File: src/rtl/mem_access_pkg.sv
// Shared types and helpers for the sub-word memory initiator.
package mem_access_pkg;

    // Access size encoding as presented by the MEM stage.
    typedef enum logic [1:0] {
        SZ_BYTE = 2'b00,
        SZ_HALF = 2'b01,
        SZ_WORD = 2'b10,
        SZ_RSVD = 2'b11
    } size_e;

    // Initiator FSM states.
    typedef enum logic [1:0] {
        StIdle   = 2'b00,
        StAccess = 2'b01,
        StWrite  = 2'b10,
        StDone   = 2'b11
    } state_e;

    // Little-endian byte lane selects (addr[1:0]).
    localparam logic [1:0] LANE0 = 2'd0;
    localparam logic [1:0] LANE1 = 2'd1;
    localparam logic [1:0] LANE2 = 2'd2;
    localparam logic [1:0] LANE3 = 2'd3;

    // Alignment check; the reserved size is always an error.
    function automatic logic is_misaligned(size_e size, logic [1:0] lane);
        logic err;
        err = 1'b0;
        case (size)
            SZ_BYTE: err = 1'b0;
            SZ_HALF: err = lane[0];
            SZ_WORD: err = (lane != LANE0);
            default: err = 1'b1;
        endcase
        return err;
    endfunction

endpackage

File: src/rtl/byte_lane_unit.sv
// Combinational lane steering: load extract/extend and store merge.
module byte_lane_unit
    import mem_access_pkg::*;
(
    input  logic [31:0] rd_word,
    input  logic [31:0] old_word,
    input  logic [31:0] new_data,
    input  logic [1:0]  lane,
    input  size_e       size,
    input  logic        sign_ext,
    output logic [31:0] load_data,
    output logic [31:0] merged
);

    logic [7:0]  byte_sel;
    logic [15:0] half_sel;

    // Pick the addressed lane out of the read word and extend it.
    always_comb begin
        byte_sel  = 8'h00;
        half_sel  = lane[1] ? rd_word[31:16] : rd_word[15:0];
        load_data = rd_word;
        case (lane)
            LANE0:   byte_sel = rd_word[7:0];
            LANE1:   byte_sel = rd_word[15:8];
            LANE2:   byte_sel = rd_word[23:16];
            default: byte_sel = rd_word[31:24];
        endcase
        case (size)
            SZ_BYTE: load_data = {{24{sign_ext & byte_sel[7]}}, byte_sel};
            SZ_HALF: load_data = {{16{sign_ext & half_sel[15]}}, half_sel};
            default: load_data = rd_word;
        endcase
    end

    // Replace only the addressed lane of the old word with the new low bits.
    always_comb begin
        merged = old_word;
        case (size)
            SZ_BYTE: begin
                case (lane)
                    LANE0:   merged[7:0]   = new_data[7:0];
                    LANE1:   merged[15:8]  = new_data[7:0];
                    LANE2:   merged[23:16] = new_data[7:0];
                    default: merged[31:24] = new_data[7:0];
                endcase
            end
            SZ_HALF: begin
                if (lane[1]) merged[31:16] = new_data[15:0];
                else         merged[15:0]  = new_data[15:0];
            end
            default: merged = new_data;
        endcase
    end

endmodule

File: src/rtl/subword_mem_initiator.sv
// Word-only bus initiator for byte/half/word loads and stores.
// Sub-word stores are done as read (ACCESS) then merged write (WRITE).
module subword_mem_initiator
    import mem_access_pkg::*;
#(
    parameter int ADDR_W = 32,
    parameter int DATA_W = 32  // lane logic assumes 32
) (
    input  logic              clk,
    input  logic              reset,
    input  logic              req_valid,
    input  logic              req_write,
    input  logic [1:0]        req_size,
    input  logic              req_signed,
    input  logic [ADDR_W-1:0] req_addr,
    input  logic [DATA_W-1:0] req_wdata,
    output logic              stall,
    output logic [DATA_W-1:0] rdata,
    output logic              rdata_valid,
    output logic              misalign,
    output logic [ADDR_W-1:0] bus_addr,
    output logic              bus_writeEN,
    output logic [DATA_W-1:0] bus_writeData,
    input  logic [DATA_W-1:0] bus_readData
);

    state_e            state_q, state_d;
    logic              cap_write;
    size_e             cap_size;
    logic              cap_signed;
    logic [ADDR_W-1:0] cap_addr;
    logic [DATA_W-1:0] cap_wdata;
    logic [DATA_W-1:0] merge_q;
    logic              err_q;

    logic              access_err;
    logic [DATA_W-1:0] load_data;
    logic [DATA_W-1:0] merged;
    logic [ADDR_W-1:0] word_addr;
    logic              write_req;
    logic              done_pulse;

    assign access_err = is_misaligned(cap_size, cap_addr[1:0]);
    assign word_addr  = {cap_addr[ADDR_W-1:2], 2'b00};

    byte_lane_unit u_lane (
        .rd_word   (bus_readData),
        .old_word  (merge_q),
        .new_data  (cap_wdata),
        .lane      (cap_addr[1:0]),
        .size      (cap_size),
        .sign_ext  (cap_signed),
        .load_data (load_data),
        .merged    (merged)
    );

    // State register, request capture, load result and RMW merge register.
    always_ff @(posedge clk) begin
        if (reset) begin
            state_q    <= StIdle;
            cap_write  <= 1'b0;
            cap_size   <= SZ_BYTE;
            cap_signed <= 1'b0;
            cap_addr   <= '0;
            cap_wdata  <= '0;
            merge_q    <= '0;
            err_q      <= 1'b0;
            rdata      <= '0;
        end else begin
            state_q <= state_d;
            case (state_q)
                StIdle: begin
                    if (req_valid) begin
                        cap_write  <= req_write;
                        cap_size   <= size_e'(req_size);
                        cap_signed <= req_signed;
                        cap_addr   <= req_addr;
                        cap_wdata  <= req_wdata;
                    end
                end
                StAccess: begin
                    err_q   <= access_err;
                    merge_q <= bus_readData;
                    if (access_err)      rdata <= '0;
                    else if (!cap_write) rdata <= load_data;
                end
                default: ;
            endcase
        end
    end

    // Next state and bus/pipeline outputs; strobes are masked while in reset.
    always_comb begin
        state_d       = state_q;
        stall         = 1'b0;
        bus_addr      = '0;
        bus_writeData = '0;
        write_req     = 1'b0;
        done_pulse    = 1'b0;
        case (state_q)
            StIdle: begin
                stall = req_valid;
                if (req_valid) state_d = StAccess;
            end
            StAccess: begin
                stall    = 1'b1;
                bus_addr = word_addr;
                if (access_err || !cap_write) begin
                    state_d = StDone;
                end else if (cap_size == SZ_WORD) begin
                    write_req     = 1'b1;
                    bus_writeData = cap_wdata;
                    state_d       = StDone;
                end else begin
                    state_d = StWrite;
                end
            end
            StWrite: begin
                stall         = 1'b1;
                bus_addr      = word_addr;
                write_req     = 1'b1;
                bus_writeData = merged;
                state_d       = StDone;
            end
            default: begin
                // Request still held by the pipeline here was already serviced.
                done_pulse = 1'b1;
                state_d    = StIdle;
            end
        endcase
        bus_writeEN = write_req & ~reset;
        rdata_valid = done_pulse & ~reset;
        misalign    = done_pulse & err_q & ~reset;
    end

endmodule

File: config.mk
export PLATFORM = sky130hd
export DESIGN_NAME = subword_mem_initiator
export DESIGN_NICKNAME = d
export VERILOG_FILES = /design/src/rtl/mem_access_pkg.sv /design/src/rtl/byte_lane_unit.sv /design/src/rtl/subword_mem_initiator.sv
export SDC_FILE = /design/constraint.sdc
export NUM_CORES = 1
export LEC_CHECK = 0
export ABC_AREA = 1
export BUFFER_PORTS_ARGS = -buffer_cell sky130_fd_sc_hd__buf_2
export CAP_MARGIN = 25
export CORE_UTILIZATION = 35
export DETAILED_ROUTE_END_ITERATION = 6
export PLACE_DENSITY = 0.6
export SLEW_MARGIN = 20
export SYNTH_ARGS = -nofsm -noshare
export SYNTH_HDL_FRONTEND = slang
export SYNTH_SLANG_ARGS = --single-unit
File: constraint.sdc
create_clock -name clk -period 2.3 [get_ports clk]
set_clock_uncertainty 0.05 [all_clocks]
set_input_delay 0.23 -clock clk [delete_from_list [all_inputs] [get_ports clk]]
set_output_delay 0.23 -clock clk [all_outputs]
set_load 0.01 [all_outputs]
# After elaboration in Yosys (flattened, before gate mapping)
# Cells that the tools add are included.
[word_totals]
register_bits = 135
input_bits = 103
output_inout_bits = 100
word_cells = 61
[classes]
eq_ne = 8
mux = 26
bitwise = 7
n_reduce_logical = 11
[ops]
columns = ["cell", "n"]
rows = [
  ["32-bit case mux with 2 select lines", 3],
  ["32-bit 2-to-1 mux", 5],
  ["16-bit 2-to-1 mux", 3],
  ["8-bit 2-to-1 mux", 4],
  ["8-bit case mux with 3 select lines", 1],
  ["1-bit bitwise AND", 6],
  ["2-bit by 1-bit == test with 1-bit output, second input constant", 3],
  ["2-bit == test, second input constant", 3],
  ["2-bit zero test", 3],
  ["2-bit case mux with 3 select lines", 1],
  ["3-bit OR reduction", 2],
  ["1-bit 2-to-1 mux", 5],
  ["1-bit case mux with 2 select lines", 2],
  ["2-bit AND reduction", 2],
  ["1-bit case mux with 3 select lines", 1],
  ["2-bit 2-to-1 mux", 1],
  ["2-bit by 1-bit inequality test with 1-bit output, second input constant", 1],
  ["2-bit inequality test, second input constant", 1],
  ["2-bit nonzero test", 1],
  ["2-bit OR reduction", 1],
  ["1-bit zero test", 1],
  ["1-bit logical OR", 1],
  ["1-bit NOT", 1],
]

# Depth between registers and ports, before layout
# Gate-level depths: netlist (run 1).
[depth]
word_depth = 6
depth_mapped = 11
ltp_nobuf = 10

# Modules after synthesis
# Synthesis (run 1) repeated with hierarchy kept, for this count alone.
[hier_totals]
cells_unflattened = 1195
area_unflattened_um2 = 7509.7
[by_module_without_submodules]
columns = ["module", "n_inst", "cells_per_inst", "area_per_inst_um2", "seq_area_each_um2"]
rows = [
  ["subword_mem_initiator", 1, 793, 5630.4, 2702.6],
  ["byte_lane_unit", 1, 402, 1879.3, 0.0],
]

# Worst setup path after synthesis (run 1)
# OpenSTA, ideal clock, no wires.
[synth_timing]
kind = "register -> output"
from = "register state_q[1]"
to = "output bus_writeData[10]"
arrival_time_ns = 1.579
t_required_ns = 2.020
setup_slack_ns = 0.441
path_stages_with_launch = 9
n_path_buf = 2
cell_sequence = "dfxtp_1 > inv_1 > ha_1 > clkbuf_1 > nand3_1 > nor2_2 > buf_4 > nand2_1 > a21oi_1"
[synth_via]
elab_chain_len = 2
word_cells_on_any_way = 3
cone_classes = "eq/ne: 2; mux: 1"
[synth_lines]
columns = ["item", "line", "text"]
rows = [
  ["from (decl)", "subword_mem_initiator.sv:27", "state_e state_q, state_d;"],
  ["from (signal assigned)", "subword_mem_initiator.sv:60", "state_q <= StIdle;"],
  ["from (signal assigned)", "subword_mem_initiator.sv:70", "state_q <= state_d;"],
  ["2-bit == test or 2-bit by 1-bit == test with 1-bit output (tied branches)", "subword_mem_initiator.sv:100", "case (state_q)"],
  ["32-bit case mux with 2 select lines *", "subword_mem_initiator.sv:100", ""],
  ["to (decl)", "subword_mem_initiator.sv:23", "output logic [DATA_W-1:0] bus_writeData,"],
]
# Mark *: on every way between the ends. The rest lies on a longest branch, timed or not.

# Worst setup path in the final report (run 1)
[layout_timing]
from = "register state_q[1]"
to = "output bus_writeData[12]"
# Same word-level chain as after synthesis.

==> metrics.md, run 1 <==
| Metric | Value |
|---|---|
| CP peak stage delay | `330 ps` |
| WP data arrival | `1980 ps` |
| Met3 GRT Util | `0.06788` |
| Hold Path Origin | `req_wdata[10]` |
| Min Hold Slack | `around 8.3 ps` |
| Sink Count | `135` |
| Met2 usage | `0.3877` |
| Setup crit end kind | `primary output` |
| P_leak | `0.004384 uW` |
| N_diodes | `0` |
| CTS tree | `yes` |
| Place WS | `169.8 ps` |
| Latest clock arrival within the worst-skew pair | `between 400 and 500 ps` |
| Reg2reg path depth | `9` |
| Hold Path Depth | `3` |
| Period utilization | `0.9806` |
| Routed WL | `25.68 mm` |
| Finished Layout Cells | `1,592` |
| # rows | `51` |
| Layout area overhead | `33.78%` |
| Filler cells | `2,063` |
| Buf+Inv Stages, Crit Path | `4` |
| I/O pin count | `203` |
| Sw frac | `0.4244` |
| Met1 Track Usage GR | `0.3223` |
| CTS Root Cell | `clkbuf_16` |
| Antenna-violating nets left | `0` |
| Number of synthesized register bits | `135` |
| Drt first pass iters | `5` |
| Critical Path Stages | `9` |
| Via Count | `8,064` |
| First-pass GRT wire length | `38.98 mm` |
| Slew HR | `0.6598` |
| Hold endpoint | `cap_wdata[10]` |
| Global Route Usage Sum | `0.2468` |
| Sequential area share after synthesis | `0.3799` |
| Setup slack, reg-to-reg | `approximately 440 ps` |
| Worst Hold Class | `primary input to flip-flop` |
| Max Fclk | `roughly 0.44 GHz` |
| GPL Wtd Cong | `0.9211` |
| Worst EP required | `2020 ps` |
| Share of layout cells above drive strength 1 | `0.2487` |
| Number of antenna violations at the first check in global routing | `2` |
| Final Hold Vio Count | `0` |
| Commonest non-fill, non-tap cell in the layout | `nor2_1` |
| CTS Buf Count | `17` |
| Setup ws final | `44.58 ps` |
| Largest delay share family, worst path | `buffers and inverters` |
| Ys Warns | `0` |
| DR iter-0 viols | `between 500 and 600` |
| Status | `completed` |
| Crit Path Max Fanout | `8` |
| Maxcap violations | `0` |
| CP Cell Sequence | `inv_2, ha_4, nand3_2, nor2_4, buf_12, buf_6, nand2_1, a21oi_1, buf_2` |
| Pwr/cell area | `1205 nW/um^2` |
| Vias in the first global route | `7,204` |
| Die Area | `roughly 21,000 sq um` |
| Clock buffer depth | `2` |
| Htree depth | `4` |
| Final net count | `1,421` |
| Overflow after GRT | `0` |
| Setup CP Type | `flip-flop to primary output` |
| Mapped Area | `roughly 7000 sq um` |
| Utilization after layout | `0.4827` |
| Most frequent cells in the layout | `nor2_1 (246), buf_2 (200), nand2_1 (181)` |
| Startpoint Class | `flip-flop` |
| Syn Inst Count | `about 1,100` |
| Setup TNS | `0 ps` |
| HPWL reported at the end of detailed placement | `18.64 mm` |
| Slew of the pin with the lowest slew margin | `508.5 ps` |
| Final Max Slew Viols | `0` |
| Synth unique cells | `32` |
| Chip width | `144.6 um` |
| Remaining DRCs | `0` |
| Comb power frac | `0.434` |
| Sequential Power Share | `0.309` |
| CP max stage cell | `dfxtp_2` |
| FF-to-FF End | `rdata[6]` |
| Largest net degree at the start of global routing | `between 40 and 50` |
| Die height | `144.6 um` |
| Initial Util | `0.3608` |
| Post-Syn Area per Cell | `between 6 and 7 sq um` |
| Pint | `6600 uW` |
| Layer with the highest usage | `met2` |
| Number of buffers added on ports | `200` |
| Clock network power share | `0.256` |
| Tmin final | `2255 ps` |
| Total core area | `19,720 sq um` |
| Psw | `4866 uW` |
| Avg WL per Cell | `around 16 um` |
| Dpl cells | `roughly 1,500` |
| Peak supply drop | `0.6518 mV` |
| Clock-pin slew on the worst setup and hold paths | `70 ps` |
| Final setup vio count | `0` |
| Vias per inst | `around 5` |
| RR Startpoint | `state_q[1]` |
## cell type report
class | instances | area, sq um | share of cell area
clock inverters | 15 | 200.2 | 0.02103
repair buffers | 269 | 1679 | 0.1764
multi-input cells | 804 | 3831 | 0.4025
flip-flops and latches | 135 | 2715 | 0.2853
well taps | 265 | 331.6 | 0.03484
inverters | 87 | 335.3 | 0.03523
clock buffers | 17 | 425.4 | 0.04470
## logic make-up (layout without fill, tap and decap cells)
| logic type | after synthesis | after routing | synth area share |
|---|---|---|---|
| simple gates | 493 | 493 | 0.2802 |
| compound gates | 305 | 305 | 0.2351 |
| buf+inv | 168 | 388 | 0.09726 |
| flops | 135 | 135 | 0.3799 |
| fa+ha+maj | 4 | 4 | 0.007035 |
| other cells | 1 | 2 | 0.0005271 |
## worst max path at each step
stage                        endpoint  slack (ps)        start
finish              bus_writeData[12]          40   state_q[1]
global route         bus_writeData[6]         -20   state_q[1]
CTS                 bus_writeData[31]         -10   state_q[1]
detailed placement  bus_writeData[31]         170  cap_size[1]
global placement    bus_writeData[31]         230  cap_size[1]
floorplan           bus_writeData[10]         440   state_q[1]
## state kept, by name, indices dropped and copies added, names as in the netlist
signal	count
rdata	32
merge_q	32
cap_size	2
cap_addr	32
cap_wdata	32
cap_signed	1
state_q	2
cap_write	1
err_q	1
## layer usage
layer | part of all wire | vias up
li1 | - | 4020
met1 | 0.44 | 3702
met2 | 0.46 | 309
met3 | 0.080 | 33
met4 | 0.024 | 0
met5 | 0 | -
## metrics by stage
step | total power [uW] | cell area (sq um)
after floorplan | 6603 | 7118
final | 11470 | 9518
after global placement | 8190 | 8366
after global routing | 12270 | 9518
after CTS | 11320 | 9326
after detailed placement | 8215 | 8366
## repair_timing
action | CTS | global route
pin swaps | 2 | 4
setup endpoints to repair | 39 | 49
endpoints found under the hold margin | 24 | 0
gates cloned | 0 | 2
gates resized for setup | 21 | 24
hold buffers | 24 | 0
buffers inserted | 3 | 5
## worst min-delay path: cells and delay by family
kind | cells | cell delay [ps]
AOI/OAI and AO/OA | 1 | 70
buffers and inverters | 1 | 70
and+or+nand+nor | 1 | 70
## power by group through the flow
stage               sequential, uW  combinational [uW]  clock [uW]
floorplan                     3400                3200           0
global placement              3560                4630           0
detailed placement            3560                4650           0
CTS                           3520                4820        2980
global route                  3630                5560        3090
finish                        3550                4980        2940
## synth_stat cells
library cell  count  area [sq um]
or2_1             7         43.79
nand2_2           5         31.28
nor3_1            1         5.000
a21oi_2           1         8.760
dfxtp_1         135          2703
nand3_4           1         17.52
nand3_1          37         185.2
o2111ai_1         4         35.03
buf_2            17         85.08
buf_1             1         3.750
inv_1            78         292.8
inv_4             1         6.260
o21ai_1           6         30.03
o21ai_0         132         660.6
clkinv_1          2         7.510
a21oi_1         109         545.5
inv_2             6         22.52
nor2_1          246         923.4
or2_2             1         6.260
a31oi_1           1         6.260
nor2_2            5         31.28
nand3b_1          3         22.52
ha_1              4         50.05
conb_1            1         3.750
buf_6             1         11.26
o211ai_1         47         352.8
o22ai_1           4         25.02
nand2_1         183         686.9
buf_4             8         60.06
nand3_2           4         40.04
clkbuf_1         54         202.7
o21ai_2           1         8.760
Note: power is estimated with default switching activity, not from simulation.
==> run 2, diff against run 1 <==
==> constraint.sdc (replaced) <==
create_clock -name clk -period 2.3 [get_ports clk]
set_clock_uncertainty 0.05 [all_clocks]
set_input_delay 0.23 -clock clk [delete_from_list [all_inputs] [get_ports clk]]
set_output_delay 0.23 -clock clk [all_outputs]
set_load 0.005 [all_outputs]
==> run 2 against run 1 <==
- flip-flop and latch count stayed put
- non-clock buffer count fell by 6
- register-to-register slack lost 50 ps
- critical path depth is 3 lower
- sequential share of layout area fell by 0.17 points
- sequential power increased by 1%
- cell count is 0.38% lower
- via count grew 0.62%
- total power increased by 2.8%
- setup slack got worse by 34 ps
- critical path type unchanged
- largest cell class unchanged
- largest power group unchanged
==> metrics.md, run 2 (same netlist as run 1, synthesis figures left out) <==
| Metric | Value |
|---|---|
| Worst Hold Class | `primary input to flip-flop` |
| Global Route Usage Sum | `0.2477 (+0.0009388)` |
| Utilization after layout | `0.4856 (+0.002919)` |
| Chip width | `144.6 um (unchanged)` |
| CTS Root Cell | `clkbuf_16` |
| Layout area overhead | `34.59%` |
| WP data arrival | `2010 ps (+30 ps)` |
| Vias per inst | `5.116 (+1.0%)` |
| Routed WL | `26.93 mm (+4.8%)` |
| I/O pin count | `203 (unchanged)` |
| Tmin final | `2290 ps (+34.50 ps)` |
| HPWL reported at the end of detailed placement | `19.10 mm (+2.5%)` |
| Avg WL per Cell | `16.98 um (+5.2%)` |
| Setup crit end kind | `primary output` |
| Antenna-violating nets left | `0 (unchanged)` |
| Initial Util | `0.3608 (unchanged)` |
| Most used cell, CP | `a21oi_2` |
| Startpoint Class | `flip-flop` |
| Vias in the first global route | `7,088 (-1.6%)` |
| Setup CP Type | `flip-flop to primary output` |
| Hold Path Depth | `3 (unchanged)` |
| Final setup vio count | `0 (unchanged)` |
| Largest net degree at the start of global routing | `56 (+22%)` |
| GPL Wtd Cong | `0.9337 (+1.4%)` |
| Setup TNS | `0 ps (unchanged)` |
| Min Hold Slack | `12.58 ps (+4.241 ps)` |
| CTS tree | `yes` |
| Status | `completed` |
| Reg2reg path depth | `9 (unchanged)` |
| First-pass GRT wire length | `38.96 mm (about the same)` |
| Worst EP required | `2020 ps (about the same)` |
| Max Fclk | `0.4367 GHz (-1.5%)` |
| Setup ws final | `10.09 ps (-34.50 ps)` |
| Sink Count | `135 (unchanged)` |
| Setup slack, reg-to-reg | `390 ps (-50 ps)` |
| Clock-pin slew on the worst setup and hold paths | `60 ps (about the same)` |
| Slew of the pin with the lowest slew margin | `616.4 ps (+107.8 ps)` |
| Htree depth | `4 (unchanged)` |
| DR iter-0 viols | `617 (+8.8%)` |
| Crit Path Max Fanout | `9 (+1)` |
| Die height | `144.6 um (unchanged)` |
| FF-to-FF End | `rdata[30]` |
| Hold Path Origin | `req_addr[12]` |
| Share of layout cells above drive strength 1 | `0.2627 (+0.01400)` |
| Via Count | `8,114 (+0.62%)` |
| Latest clock arrival within the worst-skew pair | `420 ps (about the same)` |
| RR Startpoint | `cap_addr[1]` |
| CTS Buf Count | `17 (unchanged)` |
| Number of buffers added on ports | `200 (unchanged)` |
| Overflow after GRT | `0 (unchanged)` |
| N_diodes | `0 (unchanged)` |
| Peak supply drop | `0.6719 mV (+3.1%)` |
| # rows | `51 (unchanged)` |
| Remaining DRCs | `0 (unchanged)` |
| Slew HR | `0.5891 (-0.07069)` |
| Commonest non-fill, non-tap cell in the layout | `nor2_1` |
| RSZ-0062 raised after global routing | `true` |
| Dpl cells | `1,523 (-0.20%)` |
| CP peak stage delay | `500 ps (+170 ps)` |
| Hold endpoint | `cap_addr[12]` |
| Pwr/cell area | `1231 nW/um^2 (+2.2%)` |
| Total core area | `19,720 sq um (unchanged)` |
| Period utilization | `0.9956 (+0.01500)` |
| CP max stage cell | `a21oi_2` |
| Final net count | `1,415 (-0.42%)` |
| Die Area | `20,900 sq um (unchanged)` |
| Finished Layout Cells | `1,586 (-0.38%)` |
| Maxcap violations | `0 (unchanged)` |
| CP Cell Sequence | `clkinv_4, buf_4, a21oi_2, o21ai_0, a21oi_2, buf_2` |
| Final Hold Vio Count | `0 (unchanged)` |
| Drt first pass iters | `5 (unchanged)` |
| Place WS | `261.8 ps (+91.98 ps)` |
| Most frequent cells in the layout | `nor2_1 (246), buf_2 (200), nand2_1 (174)` |
| Final Max Slew Viols | `0 (unchanged)` |
| Clock buffer depth | `2 (unchanged)` |
| P_leak | `0.004425 uW (+0.93%)` |
| Number of antenna violations at the first check in global routing | `2 (unchanged)` |
## run 2: worst max-delay path, delay by kind of cell, from the launching register on
family / cells / cell delay, ps
AO/OA/AOI/OAI: 3 / 840
buffers and inverters: 3 / 380
flip-flops: 1 / 370
## run 2: what timing repair did
item / in CTS / in global routing
gates cloned: 0 / 4
hold buffers: 9 / 0
resized for setup: 12 / 47
setup buffers: 1 / 17
setup endpoints to repair: 33 / 34
endpoints found under the hold margin: 9 / 0
pin swaps: 0 / 25
## run 2: worst max path at each step
stage                     slack [ps]  cells past startpoint         from                 to
after global routing             -40                      6  cap_addr[1]  bus_writeData[12]
after floorplan                  510                      8   state_q[1]  bus_writeData[10]
final                             10                      6  cap_addr[1]  bus_writeData[15]
after global placement           340                      9  cap_addr[0]   bus_writeData[8]
after CTS                         10                      6   state_q[0]  bus_writeData[30]
after detailed placement         260                      9  cap_addr[0]   bus_writeData[5]
## run 2: area by class of cell
cell class              instances  area (sq um)
clock buffers                  21         460.4
multi-input cells             804          3892
flip-flops and latches        135          2715
well taps                     265         331.6
clock inverters                11         192.7
fillers                      2040         10140
repair buffers                263          1640
inverters                      87         342.8
## run 2: metal layers
| metal | global-route usage | wire, um |
|---|---|---|
| met5 | 0 | 13 |
| met4 | 0.08476 | 742 |
| met3 | 0.06821 | 2160 |
| met2 | 0.3988 | 12370 |
| met1 | 0.3166 | 11650 |
## run 2: power breakdown
part / internal [uW] / switching [uW] / total (uW)
Sequential: 3010 / 579 / 3590
Combinational: 1900 / 3220 / 5120
Clock: 1990 / 1090 / 3080
Total: 6900 / 4890 / 11800
## run 2: through the flow
step / instance area (sq um) / power [uW]
after floorplan: 7118 / 6477
after global placement: 8393 / 8139
after detailed placement: 8393 / 8168
after CTS: 9179 / 11340
after global routing: 9575 / 12530
final: 9575 / 11790
